`config.mk`:
```
export PLATFORM = sky130hd
export DESIGN_NAME = div_unit
export DESIGN_NICKNAME = d
export VERILOG_FILES = /design/src/rtl/div_unit.sv
export SDC_FILE = /design/constraint.sdc
export NUM_CORES = 1
export LEC_CHECK = 0
export CAP_MARGIN = 20
export CORE_ASPECT_RATIO = 2
export CORE_MARGIN = 2
export CORE_UTILIZATION = 50
export CTS_CLUSTER_DIAMETER = 200
export CTS_CLUSTER_SIZE = 16
export DETAILED_ROUTE_END_ITERATION = 10
export PLACE_DENSITY = 0.71
export SLEW_MARGIN = 20
export SYNTH_ARGS = -nofsm -noshare
export SYNTH_HDL_FRONTEND = slang
export SYNTH_SLANG_ARGS = --single-unit
```
`constraint.sdc`:
```
create_clock -name clk -period 11.2 [get_ports clk]
set_input_delay 2.24 -clock clk [delete_from_list [all_inputs] [get_ports clk]]
set_output_delay 2.24 -clock clk [all_outputs]
set_load 0.01 [all_outputs]
```
`src/rtl/div_unit.sv`:
```
// -----------------------------------------------------------------------------
// div_unit -- iterative radix-2 restoring divider for the RV32M divide group
//             (DIV, DIVU, REM, REMU).
//
// Sits beside the execute-stage ALU, sharing the operand buses and the 5-bit
// alu_op encoding. A launch takes 33 cycles from start to done on the normal
// path: 32 CALC cycles, then a single-cycle DONE state. Divide-by-zero and
// signed overflow complete in one cycle (fast path) without ever raising busy.
//
// Optional feature macro: DIV_EARLY_OUT_EN
//   When defined, any operation whose dividend magnitude is strictly below a
//   non-zero divisor magnitude also takes the fast path. The quotient is 0 and
//   the remainder is the dividend. Results are identical either way; only the
//   latency changes.
//
// Ports:
//   clk     in   1     clock, rising edge
//   rst     in   1     synchronous active-high reset
//   start   in   1     launch request, honoured in IDLE or DONE only
//   flush   in   1     synchronous abort, has priority over start
//   a       in   XLEN  dividend (rs1)
//   b       in   XLEN  divisor (rs2)
//   alu_op  in   5     10111 DIV, 11000 DIVU, 11001 REM, 11010 REMU
//   busy    out  1     high while iterating (CALC)
//   done    out  1     one-cycle completion pulse, result valid
//   result  out  XLEN  quotient/remainder, held until the next completion
// -----------------------------------------------------------------------------
module div_unit #(
    parameter int XLEN = 32
) (
    input  logic            clk,
    input  logic            rst,
    input  logic            start,
    input  logic            flush,
    input  logic [XLEN-1:0] a,
    input  logic [XLEN-1:0] b,
    input  logic [4:0]      alu_op,
    output logic            busy,
    output logic            done,
    output logic [XLEN-1:0] result
);

    localparam logic [4:0] OP_DIV  = 5'b10111;
    localparam logic [4:0] OP_DIVU = 5'b11000;
    localparam logic [4:0] OP_REM  = 5'b11001;
    localparam logic [4:0] OP_REMU = 5'b11010;

    localparam logic [5:0] LAST_ITER = 6'd31;

    typedef enum logic [1:0] {
        S_IDLE,
        S_CALC,
        S_DONE
    } state_t;

    state_t          state_reg;
    logic            busy_reg;
    logic            done_reg;
    logic [XLEN-1:0] result_reg;
    logic [5:0]      count_reg;
    logic [XLEN-1:0] quo_reg;      // dividend bits shift out, quotient bits shift in
    logic [XLEN-1:0] rem_reg;      // partial remainder, always < divisor
    logic [XLEN-1:0] divisor_reg;  // divisor magnitude
    logic            neg_q_reg;
    logic            neg_r_reg;
    logic            is_rem_reg;

    // ------------------------------------------------------------------
    // Launch decode on the live input buses
    // ------------------------------------------------------------------
    logic            op_valid;
    logic            op_signed;
    logic            op_rem;
    logic            a_neg;
    logic            b_neg;
    logic [XLEN-1:0] a_mag;
    logic [XLEN-1:0] b_mag;
    logic            b_zero;
    logic            ovf;
    logic            early_out;
    logic            fast_hit;
    logic [XLEN-1:0] fast_value;
    logic            launch;

    assign op_valid  = (alu_op == OP_DIV) || (alu_op == OP_DIVU) ||
                       (alu_op == OP_REM) || (alu_op == OP_REMU);
    assign op_signed = (alu_op == OP_DIV) || (alu_op == OP_REM);
    assign op_rem    = (alu_op == OP_REM) || (alu_op == OP_REMU);

    assign a_neg = op_signed && a[XLEN-1];
    assign b_neg = op_signed && b[XLEN-1];
    // The most negative value negates to itself, which is still the correct
    // unsigned magnitude.
    assign a_mag = a_neg ? -a : a;
    assign b_mag = b_neg ? -b : b;

    assign b_zero = (b == '0);
    assign ovf    = op_signed && (a == {1'b1, {(XLEN-1){1'b0}}}) && (b == '1);

`ifdef DIV_EARLY_OUT_EN
    assign early_out = !b_zero && (a_mag < b_mag);
`else
    assign early_out = 1'b0;
`endif

    assign fast_hit = b_zero || ovf || early_out;
    assign launch   = start && op_valid;

    always_comb begin
        fast_value = '0;
        if (b_zero) begin
            fast_value = op_rem ? a : '1;
        end else if (ovf) begin
            // Quotient of the overflow case equals the dividend itself.
            fast_value = op_rem ? '0 : a;
        end else begin
            // Early-out: |a| < |b| so quotient 0, remainder is the dividend.
            fast_value = op_rem ? a : '0;
        end
    end

    // ------------------------------------------------------------------
    // One restoring shift-subtract step on a 33-bit partial remainder
    // ------------------------------------------------------------------
    logic [XLEN:0]   shifted;
    logic [XLEN:0]   trial;
    logic [XLEN-1:0] quo_next;
    logic [XLEN-1:0] rem_next;
    logic [XLEN-1:0] result_next;

    assign shifted = {rem_reg, quo_reg[XLEN-1]};
    assign trial   = shifted - {1'b0, divisor_reg};

    always_comb begin
        quo_next = {quo_reg[XLEN-2:0], 1'b0};
        rem_next = shifted[XLEN-1:0];
        // No borrow out of the top bit means the divisor fits: keep the
        // difference and set the quotient bit.
        if (!trial[XLEN]) begin
            quo_next = {quo_reg[XLEN-2:0], 1'b1};
            rem_next = trial[XLEN-1:0];
        end
    end

    // Sign fix-up applied to the values produced by the final iteration.
    always_comb begin
        result_next = '0;
        if (is_rem_reg) begin
            result_next = neg_r_reg ? -rem_next : rem_next;
        end else begin
            result_next = neg_q_reg ? -quo_next : quo_next;
        end
    end

    // ------------------------------------------------------------------
    // Control FSM with registered outputs
    // ------------------------------------------------------------------
    always_ff @(posedge clk) begin
        if (rst) begin
            state_reg   <= S_IDLE;
            busy_reg    <= 1'b0;
            done_reg    <= 1'b0;
            result_reg  <= '0;
            count_reg   <= '0;
            quo_reg     <= '0;
            rem_reg     <= '0;
            divisor_reg <= '0;
            neg_q_reg   <= 1'b0;
            neg_r_reg   <= 1'b0;
            is_rem_reg  <= 1'b0;
        end else begin
            done_reg <= 1'b0;
            if (flush) begin
                state_reg <= S_IDLE;
                busy_reg  <= 1'b0;
                count_reg <= '0;
            end else begin
                case (state_reg)
                    S_IDLE, S_DONE: begin
                        state_reg <= S_IDLE;
                        busy_reg  <= 1'b0;
                        if (launch) begin
                            if (fast_hit) begin
                                result_reg <= fast_value;
                                done_reg   <= 1'b1;
                                state_reg  <= S_DONE;
                            end else begin
                                quo_reg     <= a_mag;
                                rem_reg     <= '0;
                                divisor_reg <= b_mag;
                                neg_q_reg   <= a_neg ^ b_neg;
                                neg_r_reg   <= a_neg;
                                is_rem_reg  <= op_rem;
                                count_reg   <= '0;
                                busy_reg    <= 1'b1;
                                state_reg   <= S_CALC;
                            end
                        end
                    end
                    S_CALC: begin
                        quo_reg <= quo_next;
                        rem_reg <= rem_next;
                        if (count_reg == LAST_ITER) begin
                            result_reg <= result_next;
                            done_reg   <= 1'b1;
                            busy_reg   <= 1'b0;
                            count_reg  <= '0;
                            state_reg  <= S_DONE;
                        end else begin
                            count_reg <= count_reg + 6'd1;
                        end
                    end
                    default: begin
                        state_reg <= S_IDLE;
                        busy_reg  <= 1'b0;
                    end
                endcase
            end
        end
    end

    assign busy   = busy_reg;
    assign done   = done_reg;
    assign result = result_reg;

endmodule

```
# Word-level counts from Yosys, hierarchy flattened
# Cells that the tools add are included.
[op_classes] n_reduce_logical=20 addsub=6 n_eq_ne=13 mux=38 bitwise=3
[op_table] cell="32-bit 2-to-1 mux" n=18
[op_table] cell="32-bit case mux with 2 select lines" n=3
[op_table] cell="32-bit negator" n=4
[op_table] cell="32-bit == test, second input constant" n=2
[op_table] cell="33-bit by 32-bit subtractor with 33-bit output" n=1
[op_table] cell="32-bit zero test" n=1
[op_table] cell="5-bit == test, second input constant" n=4
[op_table] cell="6-bit 2-to-1 mux" n=3
[op_table] cell="6-bit case mux with 2 select lines" n=1
[op_table] cell="2-bit inequality test, second input constant" n=4
[op_table] cell="4-bit AND reduction" n=2
[op_table] cell="1-bit 2-to-1 mux" n=7
[op_table] cell="6-bit by 1-bit adder with 6-bit output, second input constant" n=1
[op_table] cell="6-bit by 5-bit == test with 1-bit output, second input constant" n=1
[op_table] cell="1-bit logical OR" n=6
[op_table] cell="2-bit 2-to-1 mux" n=3
[op_table] cell="1-bit logical AND" n=5
[op_table] cell="5-bit AND reduction" n=1
[op_table] cell="1-bit case mux with 2 select lines" n=2
[op_table] cell="2-bit case mux with 2 select lines" n=1
[op_table] cell="2-bit OR reduction" n=2
[op_table] cell="3-bit AND reduction" n=1
[op_table] cell="2-bit by 1-bit == test with 1-bit output, second input constant" n=1
[op_table] cell="2-bit == test, second input constant" n=1
[op_table] cell="other kinds (4)" n=5
[word_totals] reg_bits=141 in_bits=73 wordCells=91

# Logic depth before layout (Yosys ltp)
[depth] ltp_word=9 mapped_depth=23

# Worst setup path after synthesis
# OpenSTA, ideal clock, no wires.
[synth_path] kind="input to register" startpoint="input port b[8]" endpoint="register result_reg[28], in the netlist result[28]" setup_slack_ps=6288 arrival_time_ps=4838 n_path_buf=0 setup_time_ps=74 path_stages=9 t_required_ps=11126 path_cell_list="or4_1 -> and4bb_2 -> nand3_1 -> or4_1 -> o21ai_1 -> a21o_1 -> nand3_1 -> or4_1 -> a31oi_1"
[synth_via] elab_chain_cells=7
[synth_lines] element="start: declaration" line="36" text="input logic [XLEN-1:0] b,"
[synth_lines] element="32-bit == test" line="98" text="assign ovf = op_signed && (a == {1'b1, {(XLEN-1){1'b0}}}) && (b == '1);"
[synth_lines] element="1-bit logical AND" line="98"
[synth_lines] element="32-bit 2-to-1 mux" line="113" text="end else if (ovf) begin"
[synth_lines] element="32-bit 2-to-1 mux" line="111" text="if (b_zero) begin"
[synth_lines] element="32-bit 2-to-1 mux" line="183" text="if (fast_hit) begin"
[synth_lines] element="32-bit 2-to-1 mux" line="182" text="if (launch) begin"
[synth_lines] element="32-bit case mux with 2 select lines" line="178" text="case (state_reg)"
[synth_lines] element="end signal: assignment" line="184" text="result_reg <= fast_value;"
[synth_lines] element="end signal: assignment" line="204" text="result_reg <= result_next;"
[synth_lines] element="end: declaration" line="59" text="logic [XLEN-1:0] result_reg;"
# Several ways; a longest one is shown, not always the timed one. The select of a mux whose other input is x is not followed.
# A chain may end at the register's enable or synchronous reset.

# Worst setup path after layout
[layout_path] startpoint="input port b[18]" endpoint="register quo_reg[0]"
[layout_via] elab_chain_cells=5
[layout_lines] element="32-bit == test" line="98"
[layout_lines] element="1-bit logical AND" line="98"
[layout_lines] element="1-bit logical OR (*)" line="106" text="assign fast_hit = b_zero || ovf || early_out;"
[layout_lines] element="2-bit inequality test (no source line) (*)"
[layout_lines] element="4-bit AND reduction (no source line) (*)"
[layout_lines] element="end signal: assignment" line="188" text="quo_reg <= a_mag;"
[layout_lines] element="end signal: assignment" line="201" text="quo_reg <= quo_next;"
[layout_lines] element="end: declaration" line="61" text="logic [XLEN-1:0] quo_reg;"
# Mark *: on every way between the ends. The rest lies on a longest branch, timed or not.

==> results by group <==
Logic synthesis
  • Synth Cell Area: 0.0117 mm²
  • Synth top area cells: dfxtp_1 24%, a21oi_1 6.6%, nor2_1 6.1%, nand2_1 5.6%, xor2_1 5.5%
  • Distinct cell type count after synthesis: 91
  • Ys async rst share: 0
  • Most used DFF post-synth: dfxtp_1
  • Post-synth EDFFs: 0
  • Seq cells post-synth: 140
  • Largest area contributor in the netlist: dfxtp_1
  • Syn avg cell area: 7.21 µm²
  • Ys Warns: 0
  • Post-Syn Instances: 1626
  • Top cell type's share of synthesized area: 0.239
  • Syn Nets: 1738
  • Seq/Total Area, Yosys: 0.239

Worst setup path
  • Largest delay share family, worst path: simple AND/OR/NAND/NOR gates
  • Number of cells on the critical path: 11
  • Worst R2R Path Depth: 21
  • Crit Path Category: input port to flip-flop
  • CP bufs+invs: 2
  • Startpoint Class: input port
  • Crit-path slowest cell: or2_2
  • Critical path's largest stage delay: 0.67 ns
  • Crit Path Max Fanout: 39
  • WP data required: 11.57 ns
  • CP endpoint kind: flip-flop
  • CP cell instances: clkdlybuf4s50_1 -> or4_1 -> nor4_1 -> nand3_1 -> nor4_1 -> nor2_1 -> a21oi_1 -> or2_2 -> buf_4 -> a211oi_1 -> a211oi_1
  • Critical Path AT: 6.90 ns

Floorplan
  • DIE AREA: 0.0248 mm²
  • Die width: 112 µm
  • Initial Util: 0.507
  • I/O pins: 107
  • # rows: 79
  • Die Ht: 221 µm
  • CORE AREA: 0.0231 mm²

CTS
  • Root buf cell: clkbuf_16
  • Post_cts resized: 0
  • Num CTS Buffers: 17
  • Skew-Pair Late Insertion Delay: 0.45 ns
  • Max clock buf depth: 2
  • CTS Hold Bufs: 0
  • CTS tree: yes
  • H-tree levels: 4
  • Post-CTS setup buffer count: 0
  • Worst-path clk slew: 0.06 ns
  • Clock net sink count: 140

Cells and area
  • Most frequent cells in the layout: 186 x nor2_1, 174 x nand2_1, 155 x a21oi_1, 140 x dfxtp_1, 105 x clkdlybuf4s50_1
  • Area Overhead vs Synth: 14.9%
  • Final core occ: 0.583
  • Diode count: 0
  • Commonest non-fill, non-tap cell in the layout: nor2_1
  • Layout cells sized above 1: 0.0589
  • Final non-filler cell total: 1964
  • Number of nets in the layout: 1780

Power and ir drop
  • Pwr Total: 1590 µW
  • Comb power frac: 0.319
  • Pleak: 0.00486 µW
  • P_int: 1020 µW
  • Sequential Power Share: 0.320
  • Clock power share: 0.361
  • PwrDens: 118 mW/mm²
  • Switch share: 0.358
  • Sw Pwr: 568 µW
  • Worst vdd ir: 0.0904 mV

Detailed routing
  • DR DRC count: 0
  • Routed WL: 41400 µm
  • Via count: 12.4k
  • Detail Route met2 WL: 21200 µm
  • Avg WL per Cell: 21.1 µm
  • Highest Signal Layer: met4
  • DRT met1 WL: 14100 µm
  • Initial DRC Count: 915
  • Post-DRT Antenna Nets: 0
  • Via/cell ratio: 6.33
  • WL met3: 1720 µm
  • Pre-antenna DRT Iters: 5

Placement
  • Total placed cells including tap cells: 1932
  • GPL Wtd Cong: 0.958
  • Setup WS pre-CTS: 4.30 ns
  • Port buffer count: 106
  • Placed wire-length estimate: 32100 µm

Timing
  • RSZ-0062 raised after global routing: no
  • FMAX: 0.153 GHz
  • Tcrit/Tclk final: 0.583
  • Slew headroom: 0.298
  • Min Clock Period, post-route: 6.53 ns
  • Setup Viol. Count Final: 0
  • Clock Skew: 0.0115 ns
  • Final Hold Fails: 0
  • Tightest Pin Transition: 1.04 ns
  • Pins Over Slew Limit: 0
  • TNS Setup: 0 ns
  • Final worst slack: 4.67 ns

Global routing
  • Gr usage total: 0.329
  • Vias in the first global route: 12.1k
  • Total grt overflow: 0
  • Largest net degree at the start of global routing: 75
  • Initial antenna violation count: 0
  • Global-route wire length before repair: 63600 µm

Outcome
  • Run status: finished clean

Worst hold path
  • WHS Path Cells: 2
  • Worst Hold Class: flip-flop to flip-flop

Flow run
  • Max-cap violations: 0
-- power by group through the flow --
stage | clock [µW] | combinational [µW] | sequential (µW)
after floorplan | 0 | 346 | 518
after global placement | 0 | 488 | 520
after detailed placement | 0 | 494 | 520
after CTS | 576 | 497 | 509
after global routing | 595 | 545 | 510
final | 574 | 506 | 509
-- cell usage after synthesis (10+ instances only) --
master,count
ha_1,38
xnor2_1,51
xor2_1,74
a22oi_1,17
or4_1,12
and3_1,12
inv_1,49
nand3_1,33
o211ai_1,37
nor4_1,16
nand4_1,14
o41ai_1,18
a211oi_1,64
o31ai_1,35
o21ai_0,103
dfxtp_1,140
and2_1,12
o21ai_1,10
nor3_1,35
buf_2,14
a21oi_1,155
nand2_1,174
nand2b_1,11
mux2i_1,21
a21o_1,14
or3_1,26
nor2b_1,18
clkbuf_1,78
nor2_1,189
-- worst reg2reg max path, cell delays in order, from the launching register on --
cell	delay, ns
dfxtp_1	0.34
inv_1	0.09
ha_1	0.24
fa_1	0.41
nand2b_1	0.22
a211oi_2	0.40
o21ai_1	0.26
a2111oi_2	0.50
o21a_2	0.39
nor2_4	0.07
buf_4	0.35
inv_2	0.70
nor2_1	0.11
a21oi_1	0.27
ha_1	0.32
inv_1	0.11
or4_1	0.52
nor4_1	0.41
o22a_1	0.27
and3_1	0.16
o31ai_1	0.07
a22o_1	0.21
-- routing by layer --
metal | up-vias | global-route usage
li1 | 6043 | -
met1 | 5723 | 0.302
met2 | 470 | 0.609
met3 | 196 | 0.0457
met4 | 0 | 0.311
met5 | - | 0
-- stage by stage --
step | instance area, µm² | hold WS (ns)
global placement | 12900 | 0.429
finish | 13500 | 0.441
floorplan | 11700 | 0.450
detailed placement | 12900 | 0.435
CTS | 13500 | 0.444
global route | 13500 | 0.463
-- area by class of cell --
type                            instances  area (µm²)
Fill cell                            2220        9660
Sequential cell                       140        2800
Timing Repair Buffer                  124        1190
Clock buffer                           19         443
Clock inverter                         13         140
Multi-Input combinational cell       1335        8350
Inverter                               50         188
Tap cell                              283         354
-- kinds of logic (layout without fill, tap and decap cells) --
group                      after synthesis  after routing  synth area share
DFF                                    140            140             0.239
AOI/OAI and AO/OA                      539            539             0.300
xor gates and xnor gates               125            125            0.0934
buffers and inverters                  151            206            0.0508
muxes                                   29             29            0.0266
adders and majority gates               39             39            0.0423
and+or+nand+nor                        603            603             0.248
-- path summary, 6_finish.rpt --
check,endpoint,slack (ns),from
worst max register to register,result[22],4.67,quo_reg[31]
worst max-delay path,quo_reg[0],4.67,b[18]
worst min register to register,result[8],0.44,result[8]
worst min-delay path,result[8],0.44,result[8]
No activity file was read; power rests on OpenSTA's default activity.
